**config.mk**
```make
export PLATFORM = sky130hd
export DESIGN_NAME = bidirectional_shift_register
export DESIGN_NICKNAME = d
export VERILOG_FILES = /design/src/rtl/bidirectional_shift_register.sv
export SDC_FILE = /design/constraint.sdc
export NUM_CORES = 1
export LEC_CHECK = 0
export ABC_AREA = 1
export CAP_MARGIN = 5
export CORE_AREA = 8 8 45 47
export DETAILED_ROUTE_END_ITERATION = 12
export DIE_AREA = 0 0 53 55
export DONT_BUFFER_PORTS = 1
export SYNTH_ARGS = -nofsm -noshare
export SYNTH_HDL_FRONTEND = slang
export SYNTH_SLANG_ARGS = --single-unit
```
**constraint.sdc**
```tcl
create_clock -name clk -period 0.8 [get_ports clk]
set_input_delay 0.12 -clock clk [delete_from_list [all_inputs] [get_ports clk]]
set_output_delay 0.12 -clock clk [all_outputs]
set_load 0.005 [all_outputs]
```
**src/rtl/bidirectional_shift_register.sv**
```systemverilog
// ---------------------------------------------------------------------------
// bidirectional_shift_register
//
// Serial-in, parallel-out shift register whose shift direction is chosen on
// every clock. Used on serial-to-parallel paths where the bit order of the
// incoming stream is only known at run time.
//
// Ports:
//   clk  - sole clock, all state changes on its rising edge
//   clr  - synchronous active-low clear; wins over every other input
//   en   - shift enable, active-high; when low the register holds
//   dir  - 0: shift toward MSB, in enters bit 0
//          1: shift toward LSB, in enters bit WIDTH-1
//   in   - serial data bit
//   out  - parallel register contents, driven straight from the flops
// ---------------------------------------------------------------------------
module bidirectional_shift_register #(
  parameter int WIDTH = 4
) (
  input  logic             clk,
  input  logic             clr,
  input  logic             en,
  input  logic             dir,
  input  logic             in,
  output logic [WIDTH-1:0] out
);

  logic [WIDTH-1:0] shift_r;
  logic [WIDTH-1:0] next_s;

  // Next-state selection: clear beats enable, enable beats hold.
  // X/Z on in is deliberately passed through unchanged.
  always_comb begin
    next_s = shift_r;
    if (clr == 1'b0) begin
      next_s = {WIDTH{1'b0}};
    end else if (en == 1'b1) begin
      case (dir)
        1'b0:    next_s = {shift_r[WIDTH-2:0], in};
        1'b1:    next_s = {in, shift_r[WIDTH-1:1]};
        default: next_s = {WIDTH{1'bx}};
      endcase
    end else begin
      next_s = shift_r;
    end
  end

  // Register update; clear is folded into next_s so it is sampled on the edge.
  always_ff @(posedge clk) begin
    shift_r <= next_s;
  end

  // The output is the register itself, so there is no input-to-output path.
  assign out = shift_r;

endmodule

```
==> results.cfg <==
[finish]
post-route-util = 0.174
n_antenna_cell = 0
nets = 44
largest_reg_flops = 4
layout-drive-gt1-share = 0.108
fill_cells = 157
syn2layout_area_growth_pct = 15.0

[die]
rows = 14
coreArea_mm2 = 0.00138
start_util = 0.151
dieWidth_um = 53
ioPinCount = 9
dieHeight_um = 55
dieArea_mm2 = 0.00292

[grt]
antenna_found_initial = 0
use_met3 = 0.0508
busiest_layer = met3
met1_usage = 0.0274
use_met2 = 0.0508
grt_pass1_vias = 162
grt_overflow = 0
grt_pass1_wl_um = 717
grt_start_max_net_pins = 9
grt_usage = 0.0377

[logic_synthesis]
syn_area_per_cell_um2 = 5.97
yosys_most_used_dff = dfxtp_1
synth_top_area_share = 0.383
synth_cell_types = 7
postSynth.asyncResetShare = 0
synth_common_cells = 12 x nand2_1, 8 x nor2_1, 5 x inv_1, 4 x dfxtp_1, 4 x nand3_1
synthCells = 35
syn_nets = 40
ys_seq_area_frac = 0.383
synth.most_common_cell = nand2_1
ys_seq_elements = 4
synth_top_cell_by_area = dfxtp_1
ys.warnings.count = 0
ys_top_cells_by_area = dfxtp_1 38%, nand2_1 22%, nor2_1 14%
syn_area_um2 = 209
synth_edf_count = 0

[critical_path]
critPathRequiredTime_ns = 0.68
reg2reg_from = out[1]$_SDFFE_PN0P_
timing.rr.end = out[0]$_SDFFE_PN0P_
worstSetupPathType = flip-flop to output port
arrival_ns = 0.62
r2r_cells = 4
critPathLaunchType = flip-flop
cp-end-kind = output port
crit_path_max_fanout = 4
crit_start = out[1]$_SDFFE_PN0P_
r2r_setup_slack_ns = 0.12

[timing]
fmax_ghz = 1.34
slew_violations = 0
max_slew_margin = 0.888
fin_tns_setup_ns = 0
worst_pin_slew_ns = 0.168
final-hold-violation-count = 0
fin_crit_ns = 0.744
rsz0062_at_grt = no
post-route-period-util = 0.930
skew_ns = 0.00300
final-setup-viol-count = 0

[clocking]
cts_resized = 0
cts_tree = done
insertion_delay_ns = 0.23
post_cts_buffers = 0
clockBufferDepth = 2
cts_htree_levels = 1
clock-sinks = 4
cts_made_buffers = 3
cts_hold_buf = 0
cts_root_buffer = clkbuf_4
clk_pin_slew_ns = 0.04

[detailed_routing]
dr.first_iter.drc_count = 2
wl_per_cell_um = 9.26
avgViaCountPerCell = 3.75
wirelength_um = 491
ant_nets = 0
dr.pass1.iters = 3
vias = 199
drcViolationCount = 0

[hold_path]
min_path_type = input port to flip-flop
hold_path_depth = 3
min_to = out[2]$_SDFFE_PN0P_
hp-start = en

[outcome]
status = finished clean

[place]
routabilityCongestion = 0.694
dp_hpwl_um = 388
portBuffers = 0

[flow_run]
maxCapViolCount = 0

[pwr]
p_leak_nw = 0.133
peakVddDrop_uv = 231
powerDensity_mw_per_mm2 = 2200
[logic make-up after synthesis]
group | synth area share
AND/OR/NAND/NOR | 0.455
buffers and inverters | 0.162
flip-flops | 0.383
[cells in the final DEF (no fill, tap or decap)]
master    synthesis  layout
inv_2             1       1
dfxtp_1           4       4
nand2_1          12      12
clkbuf_4          0       3
nand3_1           4       4
nor2_1            8       8
inv_1             5       5
[how the worst max path moves through the flow]
| stage | to | slack [ns] | cells after the start |
|---|---|---|---|
| detailed placement | out[1]$_SDFFE_PN0P_ | 0.12 | 4 |
| floorplan | out[3]$_SDFFE_PN0P_ | 0.17 | 4 |
| global route | out[2] | 0.04 | 0 |
| CTS | out[0] | 0.05 | 0 |
| finish | out[1] | 0.06 | 0 |
| global placement | out[3]$_SDFFE_PN0P_ | 0.12 | 4 |
[worst register-to-register path: stages (launching register included)]
cell and delay (ns):
dfxtp_1 0.39, nand2_1 0.07, nand3_1 0.08, nand2_1 0.05
inv_1 0.04
[metal layers]
layer  up-vias  part of all wire
met1        84              0.38
met4         0                 0
met3         0              0.18
li1        107                 -
met2         8              0.44
met5         -                 0
[metrics by stage]
stage                     setup WS [ns]  hold WS [ns]  cell area [um2]  total power, W  instances
final                            0.0558        0.0611              240        0.000528         53
after global routing             0.0356        0.0687              240        0.000559         53
after CTS                        0.0502        0.0587              240        0.000540         53
after detailed placement          0.120         0.300              218        0.000281         50
after global placement            0.120         0.292              218        0.000280         50
after floorplan                   0.171         0.311              209        0.000277         35
[final cells by class]
cell class,count,area (um2),share of cell area
multi-input combinational,24,95.1,0.396
clock buffer,3,22.5,0.0938
tap,16,20.0,0.0833
sequential,4,80.1,0.333
inverter,6,22.5,0.0938
[power by group]
group / switching (W) / internal, W
logic: 0.0000252 / 0.0000205
clock network: 0.0000836 / 0.000168
registers: 0.0000161 / 0.000214
(Power assumes the default switching activity.)
